$ cat config.mk
export PLATFORM = sky130hd
export DESIGN_NAME = pacman_map_loader_flat
export DESIGN_NICKNAME = d
export VERILOG_FILES = /design/src/rtl/pacman_map_loader_if.sv /design/src/rtl/pacman_map_loader.sv /design/src/flat_wrapper.sv
export SDC_FILE = /design/constraint.sdc
export NUM_CORES = 1
export LEC_CHECK = 0
export ABC_AREA = 1
export CELL_PAD_IN_SITES_DETAIL_PLACEMENT = 1
export CELL_PAD_IN_SITES_GLOBAL_PLACEMENT = 1
export CORE_MARGIN = 5
export CORE_UTILIZATION = 40
export DETAILED_ROUTE_END_ITERATION = 12
export PLACE_DENSITY_LB_ADDON = 0.08
export SLEW_MARGIN = 10
export SYNTH_ARGS = -nofsm -noshare
export SYNTH_HDL_FRONTEND = slang
export SYNTH_SLANG_ARGS = --single-unit
$ cat constraint.sdc
create_clock -name clka -period 3.85 [get_ports clka]
set_input_delay 0.5775 -clock clka [delete_from_list [all_inputs] [get_ports clka]]
set_output_delay 0.5775 -clock clka [all_outputs]
set_load 0.01 [all_outputs]
$ cat src/rtl/pacman_map_loader_if.sv
// Byte-stream and memory port-A signals between the loader and its neighbours.
// The loader consumes the stream and drives the memory port (slave side).
interface pacman_map_loader_if #(
    parameter int ADDR_W = 6,
    parameter int MEM_W  = 128
);
    logic [7:0]        s_data;
    logic              s_valid;
    logic              s_ready;
    logic              ena;
    logic              wea;
    logic [ADDR_W-1:0] addra;
    logic [MEM_W-1:0]  dina;

    modport slave (
        input  s_data, s_valid,
        output s_ready, ena, wea, addra, dina
    );

    modport master (
        output s_data, s_valid,
        input  s_ready, ena, wea, addra, dina
    );
endinterface

$ cat src/rtl/pacman_map_loader.sv
// Assembles 10-byte rows from a byte stream and writes all maze rows into the
// map block memory, one memory write per row, with the top bits zero-padded.
module pacman_map_loader #(
    parameter int ROWS     = 64,
    parameter int ADDR_W   = 6,
    parameter int ROW_BITS = 80,
    parameter int MEM_W    = 128
) (
    input  logic               clka,
    input  logic               rsta_n,
    input  logic               start,
    input  logic               abort,
    pacman_map_loader_if.slave bus,
    output logic               busy,
    output logic               done
);
    localparam int          NBYTES    = ROW_BITS / 8;
    localparam logic [3:0]  BYTE_LAST = 4'(NBYTES - 1);
    localparam logic [ADDR_W-1:0] ROW_LAST = ADDR_W'(ROWS - 1);

    typedef enum logic [1:0] {
        S_IDLE,
        S_RECV,
        S_WRITE,
        S_DONE
    } state_t;

    state_t              state_reg, state_next;
    logic [3:0]          byte_cnt_reg;
    logic [ADDR_W-1:0]   row_cnt_reg;
    // Only the first NBYTES-1 bytes need storing; the last byte goes straight into dina.
    logic [ROW_BITS-9:0] shift_reg;
    logic [ROW_BITS-1:0] shift_next;
    logic [ADDR_W-1:0]   addra_reg;
    logic [MEM_W-1:0]    dina_reg;
    logic                accept;
    logic                last_byte;

    assign shift_next = {shift_reg, bus.s_data};
    assign accept     = (state_reg == S_RECV) && bus.s_valid && !abort;
    assign last_byte  = accept && (byte_cnt_reg == BYTE_LAST);
    assign bus.addra  = addra_reg;
    assign bus.dina   = dina_reg;

    always_ff @(posedge clka or negedge rsta_n) begin
        if (!rsta_n) begin
            state_reg <= S_IDLE;
        end else begin
            state_reg <= state_next;
        end
    end

    always_comb begin
        state_next  = state_reg;
        bus.s_ready = 1'b0;
        bus.ena     = 1'b0;
        bus.wea     = 1'b0;
        busy        = 1'b0;
        done        = 1'b0;
        case (state_reg)
            S_IDLE: begin
                if (start) begin
                    state_next = S_RECV;
                end
            end
            S_RECV: begin
                bus.s_ready = 1'b1;
                busy        = 1'b1;
                if (last_byte) begin
                    state_next = S_WRITE;
                end
            end
            S_WRITE: begin
                busy       = 1'b1;
                bus.ena    = !abort;
                bus.wea    = !abort;
                state_next = (row_cnt_reg == ROW_LAST) ? S_DONE : S_RECV;
            end
            S_DONE: begin
                done       = !abort;
                state_next = S_IDLE;
            end
            default: state_next = S_IDLE;
        endcase
        // Abort overrides every transition, including a start seen in IDLE.
        if (abort) begin
            state_next = S_IDLE;
        end
    end

    always_ff @(posedge clka or negedge rsta_n) begin
        if (!rsta_n) begin
            byte_cnt_reg <= '0;
            row_cnt_reg  <= '0;
            shift_reg    <= '0;
            addra_reg    <= '0;
            dina_reg     <= '0;
        end else begin
            if (state_reg == S_IDLE && start && !abort) begin
                byte_cnt_reg <= '0;
                row_cnt_reg  <= '0;
                shift_reg    <= '0;
            end
            if (accept) begin
                shift_reg <= shift_next[ROW_BITS-9:0];
                if (last_byte) begin
                    byte_cnt_reg <= '0;
                    // Latch the row here so address and data hold steady after the write.
                    addra_reg    <= row_cnt_reg;
                    dina_reg     <= MEM_W'(shift_next);
                end else begin
                    byte_cnt_reg <= byte_cnt_reg + 4'd1;
                end
            end
            if (state_reg == S_WRITE && !abort && row_cnt_reg != ROW_LAST) begin
                row_cnt_reg  <= row_cnt_reg + 1'b1;
                byte_cnt_reg <= '0;
            end
        end
    end
endmodule

$ cat src/flat_wrapper.sv
// flat-port wrapper written by rule: the top's interface ports become plain ports
module pacman_map_loader_flat 
#(
    parameter int ROWS     = 64,
    parameter int ADDR_W   = 6,
    parameter int ROW_BITS = 80,
    parameter int MEM_W    = 128
)
  (clka, rsta_n, start, abort, busy, done, bus_s_data, bus_s_valid, bus_s_ready, bus_ena, bus_wea, bus_addra, bus_dina);
  pacman_map_loader_if #(.ADDR_W(ADDR_W), .MEM_W(MEM_W)) bus_i ();
  input  logic clka;
  input  logic rsta_n;
  input  logic start;
  input  logic abort;
  output logic busy;
  output logic done;
  input wire logic [$bits(bus_i.s_data)-1:0] bus_s_data;
  input wire logic [$bits(bus_i.s_valid)-1:0] bus_s_valid;
  output wire logic [$bits(bus_i.s_ready)-1:0] bus_s_ready;
  output wire logic [$bits(bus_i.ena)-1:0] bus_ena;
  output wire logic [$bits(bus_i.wea)-1:0] bus_wea;
  output wire logic [$bits(bus_i.addra)-1:0] bus_addra;
  output wire logic [$bits(bus_i.dina)-1:0] bus_dina;
  assign bus_i.s_data = bus_s_data;
  assign bus_i.s_valid = bus_s_valid;
  assign bus_s_ready = bus_i.s_ready;
  assign bus_ena = bus_i.ena;
  assign bus_wea = bus_i.wea;
  assign bus_addra = bus_i.addra;
  assign bus_dina = bus_i.dina;
  pacman_map_loader #(.ROWS(ROWS), .ADDR_W(ADDR_W), .ROW_BITS(ROW_BITS), .MEM_W(MEM_W)) u_core (.clka(clka), .rsta_n(rsta_n), .start(start), .abort(abort), .bus(bus_i), .busy(busy), .done(done));
endmodule
==> impl_metrics.tcl <==
set metrics [dict create \
    fin_tns_setup_ps 0 \
    crit_top_cell "inv_1" \
    wl_per_cell_um 16.09 \
    max_freq_mhz 401.2 \
    hold_path_class "input port to asynchronous set/reset pin" \
    timing.rr.start "u_core.state_reg[1]" \
    num-fill-cells 1826 \
    fp-row-count 47 \
    drcViolationCount 0 \
    core_um2 16640 \
    numPortBuffers 103 \
    clockRootBuffer "clkbuf_16" \
    fin_util_pct 50.66 \
    fin_crit_ps 2493 \
    synthTopCellsByArea "dfrtp_1 62%, o22ai_1 6.9%, nand2_1 5.9%" \
    finalSetupViolCount 0 \
    reg2reg_depth 8 \
    gp_congestion 0.7929 \
    yosys_warnings 0 \
    clock-sinks 170 \
    finalHoldViolCount 0 \
    die_area_um2 19780 \
    worstPathRequired_ps 3270 \
    wl_um 15900 \
    slew_headroom_pct 46.33 \
    synth-seq-cells 170 \
    antenna_found_initial 0 \
    rsz0062_at_grt "no" \
    ir_worst_vdd_mv 0.3327 \
    clk_pin_slew_worst_paths_ps 70 \
    synth_common_cells "170 x dfrtp_1, 108 x nand2_1, 98 x inv_1, 75 x o22ai_1, 74 x o21ai_1" \
    drv_slew 0 \
    synthCells 663 \
    synth.distinct_cells 24 \
    arrival_ps 1910 \
    syn_to_final_growth_pct 23.52 \
    max-cap-violations 0 \
    die_w_um 140.6 \
    ctsHoldBuffers 0 \
    avgSynthCellArea_um2 10.29 \
    crit_chain "inv_1 -> ha_1 -> nand2_1 -> inv_1 -> clkdlybuf4s50_1" \
    io_pins 152 \
    ys_async_sr_fraction_pct 100.0 \
    grt_pass1_vias 4946 \
    synth_edf_count 0 \
    ant_nets 0 \
    dp_hpwl_um 10510 \
    drive_gt1_share_pct 5.990 \
    clockBufferDepth 2 \
    nets 776 \
    p_leak_nw 3.763 \
    critPathMaxFanout 5 \
    synth.most_common_cell "dfrtp_1" \
    fp.dieH_um 140.6 \
    largest_reg_flops 80 \
    numCtsBuffers 17 \
    synth_top_area_cell "dfrtp_1" \
    grt.total_usage_pct 16.38 \
    regToRegEndpoint "u_core.shift_reg[32]" \
    cts-resized-gates 0 \
    antenna_cells 0 \
    startpoint "u_core.state_reg[0]" \
    run_status "finished, final reports clean" \
    avgViaCountPerCell 4.808 \
    grt_first_pass_wirelength_um 26010 \
    slowest_delay_ps 560 \
    cpMaxStageDelayCell "clkdlybuf4s50_1" \
    tritoncts "built" \
    worst_slew_pin_slew_ps 805.0 \
    finalCritPeriodShare_pct 64.74 \
    vias 4750 \
    grt_max_degree 127 \
    clock_latency_ps 420 \
    yosys.area.top_type_share_pct 62.33 \
    first_iter_violations 249 \
    crit_type "flip-flop to output pin" \
    cts.htree.levels 4 \
    gr-total-overflow 0 \
    synth.cell_area_um2 6825 \
    dr.pass1.iters 5 \
    synthFlopType "dfrtp_1" \
    critPathLaunchType "flip-flop" \
    reg2reg_slack_ps 1700 \
    pwr_density_cell_nw_per_um2 507.4 \
    ys_seq_area_share_pct 62.33 \
    finClkSkew_ps 12.59 \
    initial_core_util_pct 41.01 \
    crit_path_end_kind "output pin" \
    post-cts-setup-buffers 0 \
]
## through the flow
step / setup WS [ps] / std cells / hold slack, ps / power, mW / instance area, µm²
after floorplan: 2247 / 710 / 281.9 / 2.360 / 7002
after global placement: 1398 / 957 / 471.0 / 2.501 / 7820
after detailed placement: 1356 / 957 / 477.1 / 2.534 / 7820
after CTS: 1323 / 988 / 207.2 / 4.327 / 8431
after global routing: 1259 / 988 / 247.8 / 4.482 / 8431
final: 1358 / 988 / 193.9 / 4.278 / 8431
## cells in the final DEF, fill, tap and decap left out
cell type	Yosys	layout
buf_12	0	3
buf_4	49	2
buf_6	9	1
bufinv_16	0	4
clkbuf_1	12	4
clkbuf_16	0	17
clkbuf_8	0	2
clkdlybuf4s50_1	0	102
clkinv_2	0	3
clkinvlp_4	0	1
conb_1	1	48
dfrtp_1	170	170
ha_1	7	7
inv_1	98	98
inv_2	2	2
nand2_1	108	108
nand2_2	2	2
nand3_1	11	11
nand4_1	1	1
nand4_4	1	1
nor2_1	5	5
nor2_4	1	1
o21ai_0	15	15
o21ai_1	74	74
o21ai_2	7	7
o21bai_1	1	1
o22ai_1	75	75
xnor2_1	1	1
xor2_1	2	2
## logic make-up after synthesis
family / after synthesis / synth area share [%]
buf+inv: 181 / 13.77
compound gates: 172 / 14.41
flops: 170 / 62.33
simple gates: 129 / 7.773
fa+ha+maj: 7 / 1.283
xor+xnor: 3 / 0.3850
other cells: 1 / 0.05494
## where the power goes
| part | total, mW | internal, mW | switching, mW |
|---|---|---|---|
| logic | 0.552 | 0.168 | 0.384 |
| clock network | 1.77 | 1.11 | 0.660 |
| registers | 1.95 | 1.90 | 0.0553 |
| total | 4.28 | 3.18 | 1.10 |
## worst max-delay path: cells and delay by family, from the launching register on
family	cells	cell delay (ps)
adder cells (fa/ha/maj)	1	200
AND/OR/NAND/NOR	1	70
buffers and inverters	3	790
flip-flops	1	430
## worst max-delay path by stage
stage / endpoint / slack [ps] / cells past startpoint
3_5_place_dp: u_core.shift_reg[66] / 1360 / 8
4_1_cts: bus_wea / 1320 / 5
2_1_floorplan: u_core.bus.dina[75] / 2250 / 9
6_report: bus_wea / 1360 / 5
5_1_grt: bus_ena / 1260 / 5
3_3_place_gp: bus_wea / 1400 / 5
## per-layer routing
layer	global-route usage, %	routed length [µm]	up-vias	part of all wire (%)
met4	5.813	252	0	1.6
met1	22.05	7295	2358	46
met3	3.657	762	18	4.8
li1	-	-	2243	-
met5	0	0	-	0
met2	26.23	7590	131	48
## area by class of cell
class / instances / area (µm²) / share of cell area (%)
flip-flops and latches: 170 / 4254 / 50.46
multi-input cells: 359 / 1808 / 21.45
repair buffers: 108 / 1107 / 13.13
clock buffers: 23 / 467.9 / 5.551
inverters: 100 / 375.4 / 4.452
well taps: 220 / 275.3 / 3.265
clock inverters: 8 / 142.6 / 1.692
(Power assumes the default switching activity.)
==> variant (same settings) <==
Reset style: synchronous (`rsta_n`), changed in 2 clocked blocks.
--- a/src/rtl/pacman_map_loader.sv
+++ b/src/rtl/pacman_map_loader.sv
@@ -42,7 +42,7 @@
     assign bus.addra  = addra_reg;
     assign bus.dina   = dina_reg;
 
-    always_ff @(posedge clka or negedge rsta_n) begin
+    always_ff @(posedge clka) begin
         if (!rsta_n) begin
             state_reg <= S_IDLE;
         end else begin
@@ -88,7 +88,7 @@
         end
     end
 
-    always_ff @(posedge clka or negedge rsta_n) begin
+    always_ff @(posedge clka) begin
         if (!rsta_n) begin
             byte_cnt_reg <= '0;
             row_cnt_reg  <= '0;
Behaviour: differs if rsta_n is asserted again (counterexample within 4 cycles, from zero or initial values and one cycle with rsta_n low); with rsta_n held inactive, the same outputs for 10 cycles.
==> variant against the unedited design <==
  * Wire length rose by 11%
  * Sequential cell count did not move
  * Die area fell by 2.8%
  * Via count grew 20%
  * Area after synthesis is 3.0% lower
  * Cell area decreased by 3.0%
  * Setup slack worse by 0.070 ns
  * Critical endpoint is now bus_ena
  * Highest routed layer unchanged
Power is not compared: it rests on default switching activity, and its combinational part moved more than twofold at a synthesized area within 25%.
==> variant: results (changes against the unedited design) <==
The share of synthesized flip-flops with an asynchronous set or reset is 0% (-100 points). IR analysis of the VDD net gives a maximum drop of 0.335 mV. The worst setup skew after layout is 0.00744 ns (-0.00515 ns).

The flow ran to the end, and the final reports show no timing, DRC or antenna violations. The distinct cell type count of the synthesized netlist is 26 (+8.3%). The data arrival time of the critical path came out at 1.98 ns (+0.07 ns).

The hold slack came out at 0.458 ns (+0.264 ns). The number of DRC markers after the initial detailed-route iteration is 267 (+7.2%). The count of vias placed by the detailed router is 5,696 (+20%). The CTS clock-pin slew for the worst setup and hold paths came out at 0.06 ns. The half-perimeter wire length after detailed placement is 11,500 um (+9.9%). Ranked by instance count, the synthesized netlist is headed by nand2_1 (236), dfxtp_1 (170), a21oi_1 (155), nand3_1 (87), buf_4 (57). The wire length of the first global-routing pass came out at 29,400 um (+13%).

The largest stage delay on the critical path came out at 0.61 ns (+0.05 ns). The initial antenna violation count is 0 (unchanged). The internal power of the cells came out at 2.94 mW. After synthesis, the cell types taking the most area are dfxtp_1 (51%), nand2_1 (13%), a21oi_1 (12%), nand3_1 (6.6%), buf_4 (6.5%).

The fraction of final layout cells sized beyond drive strength 1 is 4.97% (-1.0 points). The net count reported at finish came out at 933 (+20%). The pin count of the biggest net entering global routing is 90 (-29%). The sequential element share of the synthesized area was 51.4% (-11 points). The transition time of the tightest slew-check pin came out at 0.896 ns (+0.0910 ns).

The overall fraction of global-route tracks in use is 18.2% (+1.8 points). The capturing point of the worst reg2reg path is u_core.bus.dina[60]. The min-delay analysis places its worst path in the category reg -> reg.

The via count of the first global-routing pass came to 5,889 (+19%). The worst-skew pair later-pin latency came out at 0.42 ns (about the same). The pre-CTS worst setup slack came to 0.835 ns (-0.522 ns). The final wirelength is 17,600 um (+11%).

The last weighted congestion value of the routability-driven placer came out at 0.757 (-4.6%). The length of the first detailed-routing pass in iterations came out at 4 (-1). The biggest fanout along the worst timing path is 4 (-1). The startpoint identified for the worst register-to-register timing path is u_core.state_reg[1].
==> variant: worst max path at each step <==
stage	from	end	slack, ns
final	u_core.state_reg[0]	bus_ena	1.29
after global routing	u_core.state_reg[1]	u_core.bus.dina[53]	1.07
after CTS	u_core.state_reg[0]	bus_ena	1.23
after detailed placement	abort	u_core.bus.dina[55]	0.83
after global placement	abort	u_core.bus.dina[12]	0.95
after floorplan	u_core.state_reg[0]	bus_wea	2.23
==> variant: cell families (layout without fill, tap and decap cells) <==
group                      Yosys count  after routing  synth area share (%)
and+or+nand+nor                    360            360                  22.6
AOI/OAI and AO/OA                  177            177                  13.5
DFF                                170            170                  51.4
buffers and inverters              126            161                  10.8
adders and majority gates            7              7                  1.32
xor gates and xnor gates             2              2                 0.265
other                                1             48                0.0566
==> variant: layout make-up <==
class | count | area [um^2]
clock buffer | 24 | 492
clock inverter | 7 | 138
fill | 2000 | 8230
inverter | 18 | 70.1
multi-input combinational | 594 | 2680
sequential | 170 | 3400
tap | 220 | 275
timing repair buffer | 112 | 1120
==> variant: power by group through the flow <==
stage | Sequential (mW) | Clock, mW | Combinational (mW)
global placement | 1.80 | 0 | 0.122
global route | 1.76 | 1.94 | 0.138
CTS | 1.76 | 1.86 | 0.125
finish | 1.76 | 1.82 | 0.125
detailed placement | 1.80 | 0 | 0.125
floorplan | 1.80 | 0 | 0.120
==> variant: metrics by stage <==
stage               power, mW  area [um^2]  std cells
floorplan                1.92         6800        890
global placement         1.92         7550       1114
detailed placement       1.93         7550       1114
CTS                      3.75         8180       1145
global route             3.84         8180       1145
finish                   3.71         8180       1145
==> variant: layer usage <==
layer	wire, um	GRT usage (%)
met1	7630	21.7
met2	9110	32.8
met3	572	3.59
met4	260	5.72
met5	0	0
